`src/rtl/vga_pkg.sv`:
```
// Shared types and defaults for the VGA output path: pixel layout, mux states,
// and the per-channel fade scaler.
package vga_pkg;

    localparam int SYNC_DELAY_DEFAULT = 3;

    typedef logic [3:0] channel_t;

    typedef struct packed {
        channel_t r;
        channel_t g;
        channel_t b;
    } pixel_t;

    typedef enum logic [1:0] {
        ST_PLAY = 2'd0,
        ST_FADE = 2'd1,
        ST_OVER = 2'd2
    } mux_state_t;

    // Scales a nibble by (level+1)/16; the 8-bit product keeps bits [7:4].
    function automatic channel_t scale_channel(input channel_t c, input logic [3:0] level);
        logic [7:0] product;
        product = {4'd0, c} * ({4'd0, level} + 8'd1);
        return product[7:4];
    endfunction

endpackage

```
`src/rtl/sync_delay_line.sv`:
```
// Fixed-depth shift register with a reset value, used to line timing signals up
// with the draw pipeline.
module sync_delay_line #(
    parameter int               DEPTH       = 3,
    parameter int               WIDTH       = 1,
    parameter logic [WIDTH-1:0] RESET_VALUE = '0
) (
    input  logic             system_clock_in,
    input  logic             system_reset_in,
    input  logic [WIDTH-1:0] din,
    output logic [WIDTH-1:0] dout
);

    logic [WIDTH-1:0] stages [DEPTH];

    always_ff @(posedge system_clock_in) begin
        if (system_reset_in) begin
            for (int i = 0; i < DEPTH; i++) stages[i] <= RESET_VALUE;
        end else begin
            stages[0] <= din;
            for (int i = 1; i < DEPTH; i++) stages[i] <= stages[i-1];
        end
    end

    assign dout = stages[DEPTH-1];

endmodule

```
`src/rtl/vga_output_mux.sv`:
```
// Final VGA stage: sync alignment, blanking and game / game-over picture selection.
// Define VGA_OUTPUT_MUX_FADE_EN to build in the frame-by-frame fade before game-over.
//
// state | meaning
// PLAY  | game picture, waiting for a latched game_over
// FADE  | game picture dimmed one level per frame
// OVER  | game-over picture, waiting for a latched restart
module vga_output_mux
    import vga_pkg::*;
#(
    parameter int SYNC_DELAY  = SYNC_DELAY_DEFAULT,
    parameter int FADE_FRAMES = 16
) (
    input  logic        system_clock_in,
    input  logic        system_reset_in,
    input  logic        hsync,
    input  logic        vsync,
    input  logic        blank,
    input  logic [11:0] game_rgb,
    input  logic [11:0] gameover_rgb,
    input  logic        game_over,
    input  logic        restart,
    output logic [3:0]  vga_r,
    output logic [3:0]  vga_g,
    output logic [3:0]  vga_b,
    output logic        vga_hs,
    output logic        vga_vs,
    output logic        frame_tick,
    output logic        showing_gameover,
    output logic [3:0]  fade_level
);

    localparam logic [3:0] LEVEL_FULL = 4'hF;
    localparam logic [3:0] FADE_LOAD  = 4'(FADE_FRAMES - 1);

    logic       d_hs;
    logic       d_vs;
    logic       d_blank;
    mux_state_t state;
    mux_state_t state_next;
    logic       pending_over;
    logic       pending_over_next;
    logic       pending_restart;
    logic       pending_restart_next;
    pixel_t     pix_game;
    pixel_t     pix_over;
    pixel_t     pix_sel;

    sync_delay_line #(
        .DEPTH       (SYNC_DELAY),
        .WIDTH       (3),
        .RESET_VALUE (3'b111)
    ) u_sync_delay (
        .system_clock_in (system_clock_in),
        .system_reset_in (system_reset_in),
        .din             ({hsync, vsync, blank}),
        .dout            ({d_hs, d_vs, d_blank})
    );

    // vga_vs is d_vs one cycle later, so this marks the cycle vga_vs first reads low.
    always_ff @(posedge system_clock_in) begin
        if (system_reset_in) begin
            vga_hs     <= 1'b1;
            vga_vs     <= 1'b1;
            frame_tick <= 1'b0;
        end else begin
            vga_hs     <= d_hs;
            vga_vs     <= d_vs;
            frame_tick <= vga_vs & ~d_vs;
        end
    end

    assign pix_game = pixel_t'(game_rgb);
    assign pix_over = pixel_t'(gameover_rgb);

    always_ff @(posedge system_clock_in) begin
        if (system_reset_in) begin
            state           <= ST_PLAY;
            pending_over    <= 1'b0;
            pending_restart <= 1'b0;
        end else begin
            state           <= state_next;
            pending_over    <= pending_over_next;
            pending_restart <= pending_restart_next;
        end
    end

`ifdef VGA_OUTPUT_MUX_FADE_EN
    logic [3:0] fade_cnt;
    logic [3:0] fade_cnt_next;

    always_ff @(posedge system_clock_in) begin
        if (system_reset_in) fade_cnt <= LEVEL_FULL;
        else                 fade_cnt <= fade_cnt_next;
    end

    assign fade_level = fade_cnt;
`else
    // Without the fade the level is pinned at full; FADE_FRAMES has no effect.
    assign fade_level = LEVEL_FULL | FADE_LOAD;
`endif

    always_comb begin
        state_next           = state;
        pending_over_next    = pending_over;
        pending_restart_next = pending_restart;
        pix_sel              = pix_game;
`ifdef VGA_OUTPUT_MUX_FADE_EN
        fade_cnt_next        = fade_cnt;
`endif
        case (state)
            ST_PLAY: begin
                if (game_over) pending_over_next = 1'b1;
                if (frame_tick && pending_over) begin
`ifdef VGA_OUTPUT_MUX_FADE_EN
                    state_next    = ST_FADE;
                    fade_cnt_next = FADE_LOAD;
`else
                    state_next    = ST_OVER;
`endif
                end
            end
`ifdef VGA_OUTPUT_MUX_FADE_EN
            ST_FADE: begin
                pix_sel.r = scale_channel(pix_game.r, fade_cnt);
                pix_sel.g = scale_channel(pix_game.g, fade_cnt);
                pix_sel.b = scale_channel(pix_game.b, fade_cnt);
                if (frame_tick) begin
                    if (fade_cnt == 4'd0) state_next    = ST_OVER;
                    else                  fade_cnt_next = fade_cnt - 4'd1;
                end
            end
`endif
            ST_OVER: begin
                pix_sel = pix_over;
                if (frame_tick && pending_restart) begin
                    state_next           = ST_PLAY;
                    pending_over_next    = 1'b0;
                    pending_restart_next = 1'b0;
`ifdef VGA_OUTPUT_MUX_FADE_EN
                    fade_cnt_next        = LEVEL_FULL;
`endif
                end else if (restart) begin
                    pending_restart_next = 1'b1;
                end
            end
            default: state_next = ST_PLAY;
        endcase
    end

    assign showing_gameover = (state == ST_OVER);

    always_ff @(posedge system_clock_in) begin
        if (system_reset_in || d_blank) {vga_r, vga_g, vga_b} <= 12'h000;
        else                            {vga_r, vga_g, vga_b} <= pix_sel;
    end

endmodule

```
`config.mk`:
```
export PLATFORM = sky130hd
export DESIGN_NAME = vga_output_mux
export DESIGN_NICKNAME = d
export VERILOG_FILES = /design/src/rtl/vga_pkg.sv /design/src/rtl/sync_delay_line.sv /design/src/rtl/vga_output_mux.sv
export SDC_FILE = /design/constraint.sdc
export NUM_CORES = 1
export LEC_CHECK = 0
export BUFFER_PORTS_ARGS = -buffer_cell sky130_fd_sc_hd__buf_2
export CAP_MARGIN = 20
export CORE_ASPECT_RATIO = 1.75
export CORE_UTILIZATION = 28
export CTS_CLUSTER_SIZE = 14
export DETAILED_ROUTE_END_ITERATION = 10
export GPL_TIMING_DRIVEN = 0
export RECOVER_POWER = 25
export SLEW_MARGIN = 20
export SYNTH_ARGS = -nofsm -noshare
export SYNTH_HDL_FRONTEND = slang
export SYNTH_SLANG_ARGS = --single-unit
```
`constraint.sdc`:
```
create_clock -name system_clock_in -period 1.1 [get_ports system_clock_in]
set_clock_uncertainty 0.2 [all_clocks]
set_input_delay 0.11 -clock system_clock_in [delete_from_list [all_inputs] [get_ports system_clock_in]]
set_output_delay 0.11 -clock system_clock_in [all_outputs]
set_load 0.02 [all_outputs]
```
==> results of run 1 <==
==> metal layers <==
metal	vias up	wire length, microns	GRT usage [%]
met1	396	796	13.00
met4	0	41	5.882
li1	429	-	-
met5	-	0	0
met3	6	108	2.955
met2	35	1398	27.32
==> what timing repair did <==
action,4_1_cts,5_1_grt
resized for setup,8,6
gates cloned,1,0
setup endpoints to repair,11,19
hold buffers,28,1
buffers inserted,2,1
hold endpoints to repair,20,6
pin swaps,1,2
==> registers in the layout, indices dropped and copies added (netlist names) <==
signal / cells
pending_restart: 1
vga_hs: 1
pending_over: 1
vga_g: 4
vga_b: 4
frame_tick: 1
vga_vs: 1
state: 1
vga_r: 4
u_sync_delay.stages: 9
==> kinds of logic (layout without fill, tap and decap cells) <==
family | count (synthesis) | in the layout | synth area share (%)
and+or+nand+nor | 27 | 27 | 15.32
AOI/OAI and AO/OA | 7 | 7 | 5.945
buffers and inverters | 9 | 92 | 8.586
muxes | 12 | 12 | 12.68
other | 1 | 4 | 0.3959
DFF | 27 | 27 | 57.07
==> cell type report <==
type / instances / area (sq um)
fill: 327 / 1503
timing repair buffer: 79 / 589.3
sequential: 27 / 549.3
multi-input combinational: 50 / 350.3
buffer: 8 / 81.33
tap: 43 / 53.80
clock buffer: 4 / 45.04
inverter: 1 / 3.754
==> where the power goes <==
part | total (W) | switching [W] | internal, W
combinational | 0.000243 | 0.0000853 | 0.000158
sequential | 0.00100 | 0.00000744 | 0.000995
clock | 0.000536 | 0.000278 | 0.000258
==> final timing paths <==
check,start,end,cells past startpoint
worst max-delay path,state[1],vga_b[1],4
worst max register to register,state[1],vga_b[1],4
worst min-delay path,system_reset_in,u_sync_delay.stages[0][1],2
worst min register to register,u_sync_delay.stages[0][2],u_sync_delay.stages[0][5],1
==> cell usage in the layout, fill, tap and decap left out, drive strengths merged <==
cell,count
buf,57
dlygate4sd3,29
dfxtp,27
nor2,13
or2,12
mux2i,12
clkbuf,5
conb,4
a21bo,3
a21oi,3
nand3b,2
inv,1
o21bai,1
==> through the flow <==
| step | std cells | util, % |
|---|---|---|
| after global routing | 212 | 52.68 |
| after detailed placement | 175 | 39.24 |
| after global placement | 175 | 39.24 |
| after floorplan | 86 | - |
| after CTS | 210 | 51.50 |
| final | 212 | 52.68 |
==> results.sh, run 1 <==
export IMPL_rrSetupSlack_ns=-0.07
export IMPL_status="complete, but fails checks"
export IMPL_p_leak_nw=0.7551
export IMPL_min_period_over_period_pct=106.0
export IMPL_violations="hold timing, setup timing"
export IMPL_pre_cts_slack_ns=-0.07607
export IMPL_vias=866
export IMPL_p_total_w=0.001782
export IMPL_path_clk_slew_ns=0.08
export IMPL_synthToLayoutAreaGrowth_pct=76.62
export IMPL_drt_total_wl_mm=2.345
export IMPL_cts_tree="done"
export IMPL_ys_ff_latch=27
export IMPL_track_usage_pct=14.16
export IMPL_critPathKind="reg2reg"
export IMPL_syn_mean_instance_area_sq_um=11.41
export IMPL_rows=27
export IMPL_gr_total_overflow=0
export IMPL_port_buffers=46
export IMPL_grt_max_degree=15
export IMPL_grt_pass1_wl_mm=3.691
export IMPL_drt_vias_per_instance=4.085
export IMPL_drv_slew=0
export IMPL_fp_dieW_microns=45.97
export IMPL_critPathTopFamily="flip-flops"
export IMPL_cap_viol_max_count=0
export IMPL_end_kind="register"
export IMPL_synth_edff_count=0
export IMPL_yosysMostFrequentCell="dfxtp_1"
export IMPL_power_density_nw_per_um2=1065
export IMPL_clockBufferDepth=2
export IMPL_fin_crit_ns=1.166
export IMPL_initial_core_util_pct=29.83
export IMPL_ant_nets=0
export IMPL_dpl_hpwl_mm=1.395
export IMPL_setup_violations=15
export IMPL_drive_gt1_share_pct=49.11
export IMPL_synthTopCellsByArea="dfxtp_1 57%, mux2i_1 13%, or2_2 7.3%, nor2_1 5.2%, a21bo_2 3.2%"
export IMPL_synth_commonest_cells="27 x dfxtp_1, 13 x nor2_1, 12 x mux2i_1"
export IMPL_synthArstFlopShare_pct=0
export IMPL_final_area_sq_um=1673
export IMPL_worst_slack_ns=-0.06623
export IMPL_finalHoldViolCount=5
export IMPL_cp_max_fo=4
export IMPL_drc_errors=0
export IMPL_wire_per_inst_microns=11.06
export IMPL_worst_hold_slack_ns=-0.07712
export IMPL_fmax_mhz=857.5
export IMPL_ios=51
export IMPL_critical_path_cell_chain="buf_8 -> buf_6 -> mux2i_1 -> nor2_1"
export IMPL_rsz0062_at_grt="yes"
export IMPL_die_h_microns=78.94
export IMPL_dieArea_sq_um=3628
export IMPL_placed_cell_area_sq_um=1246
export IMPL_yosys_warnings=0
export IMPL_cp_buffers_inverters=2
export IMPL_synthDistinctLibCells=17
export IMPL_synth_main_ff_cell="dfxtp_1"
export IMPL_seq_area_frac_synth_pct=57.07
export IMPL_htreeDepth=1
export IMPL_synth_top_area_share_pct=57.07
export IMPL_syn_cell_area_sq_um=947.2
export IMPL_first_pass_iters=2
export IMPL_coreArea_sq_um=3176
export IMPL_finalSetupTns_ns=-0.5984
export IMPL_cp_slowest_cell="dfxtp_4"
export IMPL_nets=201
export IMPL_worstSetupStartpointType="register"
export IMPL_max_stage_delay_ns=0.36
export IMPL_syn_inst=83
export IMPL_antenna_found_initial=0
export IMPL_clkSinkCount=27
export IMPL_peakVddDrop_uv=663.7
export IMPL_netlist_top_cell_by_area="dfxtp_1"
export IMPL_arrival_ns=1.13
export IMPL_globalplace_congestion=0.6911
export IMPL_clkLatencyLatePin_ns=0.26
export IMPL_antennaDiodeCount=0
export IMPL_clockRootBuffer="clkbuf_8"
export IMPL_hp_class="in2reg"
export IMPL_cts_made_buffers=3
export IMPL_grt_pass1_vias=865
export IMPL_crit_required_ns=1.06
export IMPL_initialDrtViolationCount=13
Note: power is estimated with default switching activity, not from simulation.
==> inputs of run 2 (changes only) <==
--- a/config.mk
+++ b/config.mk
@@ -13,6 +13,7 @@
 export DETAILED_ROUTE_END_ITERATION = 10
 export GPL_TIMING_DRIVEN = 0
 export RECOVER_POWER = 25
+export SETUP_SLACK_MARGIN = 0.02
 export SLEW_MARGIN = 20
 export SYNTH_ARGS = -nofsm -noshare
 export SYNTH_HDL_FRONTEND = slang
==> results.sh, run 2 (synthesized netlist as in run 1, its figures left out) <==
export IMPL_status="complete, but fails checks"
export IMPL_violations="hold timing, setup timing"
export IMPL_port_buffers=46
export IMPL_finalHoldViolCount=5
export IMPL_worst_slack_ns=-0.07189
export IMPL_nets=201
export IMPL_clkLatencyLatePin_ns=0.27
export IMPL_fp_dieW_microns=45.97
export IMPL_wl_met3_microns=125
export IMPL_clockBufferDepth=2
export IMPL_min_period_over_period_pct=106.5
export IMPL_track_usage_pct=14.12
export IMPL_layout_commonest_cell="buf_2"
export IMPL_drt_total_wl_mm=2.522
export IMPL_fin_crit_ns=1.172
export IMPL_arrival_ns=1.15
export IMPL_vias=868
export IMPL_seqPwrFrac_pct=55.3
export IMPL_end_kind="register"
export IMPL_clkSinkCount=27
export IMPL_initialDrtViolationCount=16
export IMPL_p_int_w=0.001412
export IMPL_drt_vias_per_instance=4.094
export IMPL_p_sw_w=0.0004030
export IMPL_die_h_microns=78.94
export IMPL_regArea_sq_um=551.8
export IMPL_drv_slew=0
export IMPL_p_leak_nw=0.7653
export IMPL_wl_met2_mm=1.487
export IMPL_htreeDepth=1
export IMPL_antenna_found_initial=0
export IMPL_initial_core_util_pct=29.83
export IMPL_coreArea_sq_um=3176
export IMPL_cp_buffers_inverters=2
export IMPL_globalplace_congestion=0.6769
export IMPL_ios=51
export IMPL_drc_errors=0
export IMPL_grt_pass1_wl_mm=3.698
export IMPL_cp_max_fo=9
export IMPL_path_clk_slew_ns=0.10
export IMPL_first_pass_iters=4
export IMPL_hold_buffers=29
export IMPL_finalNonFillerCells=212
export IMPL_critPathKind="reg2reg"
export IMPL_hp_class="in2reg"
export IMPL_wl_met1_microns=870
export IMPL_rsz0062_at_grt="yes"
export IMPL_layout_common_cells="37 x buf_2, 29 x dlygate4sd3_1, 22 x dfxtp_1, 13 x buf_4, 12 x nor2_1"
export IMPL_fmax_mhz=853.3
export IMPL_critical_path_cell_chain="buf_12 -> buf_12 -> mux2i_1 -> nor2_1"
export IMPL_dpl_hpwl_mm=1.439
export IMPL_largest_register="u_sync_delay.stages"
export IMPL_crit_required_ns=1.08
export IMPL_ant_nets=0
export IMPL_top_layer_used="met4"
export IMPL_clock_power_share_pct=30.8
export IMPL_cap_viol_max_count=0
export IMPL_power_density_nw_per_um2=1054
export IMPL_grt_max_degree=16
export IMPL_power_frac_comb_pct=13.9
export IMPL_fill_cells=312
export IMPL_rrSetupSlack_ns=-0.07
export IMPL_cts_made_buffers=3
export IMPL_setup_violations=12
export IMPL_cp_slowest_cell="dfxtp_4"
export IMPL_clockRootBuffer="clkbuf_8"
export IMPL_dp_cells=175
export IMPL_peakVddDrop_uv=952.8
export IMPL_cts_tree="done"
export IMPL_max_stage_delay_ns=0.36
export IMPL_synthToLayoutAreaGrowth_pct=81.77
export IMPL_p_sw_share_pct=22.20
export IMPL_grt_pass1_vias=902
export IMPL_worst_hold_slack_ns=-0.08687
export IMPL_critPathTopFamily="flip-flops"
export IMPL_gr_total_overflow=0
export IMPL_finalSetupTns_ns=-0.4802
export IMPL_dieArea_sq_um=3628
export IMPL_crit_top_cell="buf_12"
export IMPL_antennaDiodeCount=0
export IMPL_multi_input_area_sq_um=360.3
export IMPL_rows=27
export IMPL_largest_register_ffs=9
export IMPL_wire_per_inst_microns=11.90
export IMPL_drive_gt1_share_pct=51.48
export IMPL_worstSetupStartpointType="register"
run 2: power by group through the flow:
| stage | Combinational [W] | Sequential (W) | Clock (W) |
|---|---|---|---|
| floorplan | 0.0000726 | 0.00103 | 0 |
| global placement | 0.000146 | 0.00103 | 0 |
| detailed placement | 0.000150 | 0.00103 | 0 |
| CTS | 0.000233 | 0.00100 | 0.000578 |
| global route | 0.000274 | 0.00101 | 0.000627 |
| finish | 0.000252 | 0.00100 | 0.000560 |
run 2: timing repair:
action                                 CTS  global route
setup buffers                            1             1
endpoints found under the hold margin   20             5
gates cloned                             0             2
gates resized for setup                  7            17
setup endpoints to repair               15            24
pin swaps                                0             2
run 2: layout make-up:
cell class              instances  share of cell area [%]
well taps                      43                   3.125
clock inverters                 1                  0.2907
plain buffers                   8                   5.233
repair buffers                 79                   35.76
multi-input cells              50                   20.93
clock buffers                   3                   2.398
inverters                       1                  0.2180
flip-flops and latches         27                   32.05
run 2: per-layer routing:
metal,global-route usage [%],vias up
met4,5.294,0
met3,2.273,5
met5,0,-
li1,-,430
met2,28.45,37
met1,12.43,396
run 2: worst paths after layout:
check	start	to	cells past startpoint
setup / recovery	state[1]	vga_r[0]	4
hold / removal	system_reset_in	u_sync_delay.stages[0][2]	2
setup reg to reg	state[1]	vga_r[0]	4
hold reg to reg	u_sync_delay.stages[0][3]	u_sync_delay.stages[0][6]	1
run 2: metrics by stage:
step	hold slack, ns	instance area [sq um]	power, W	utilization, %	setup WS (ns)
floorplan	0.01381	962.2	0.001107	-	-0.05349
finish	-0.08687	1722	0.001815	54.22	-0.07189
detailed placement	0.09663	1246	0.001178	39.24	-0.07630
CTS	-0.08255	1609	0.001813	50.67	-0.08371
global route	-0.08052	1722	0.001907	54.22	-0.1460
global placement	0.09287	1246	0.001172	39.24	-0.07051
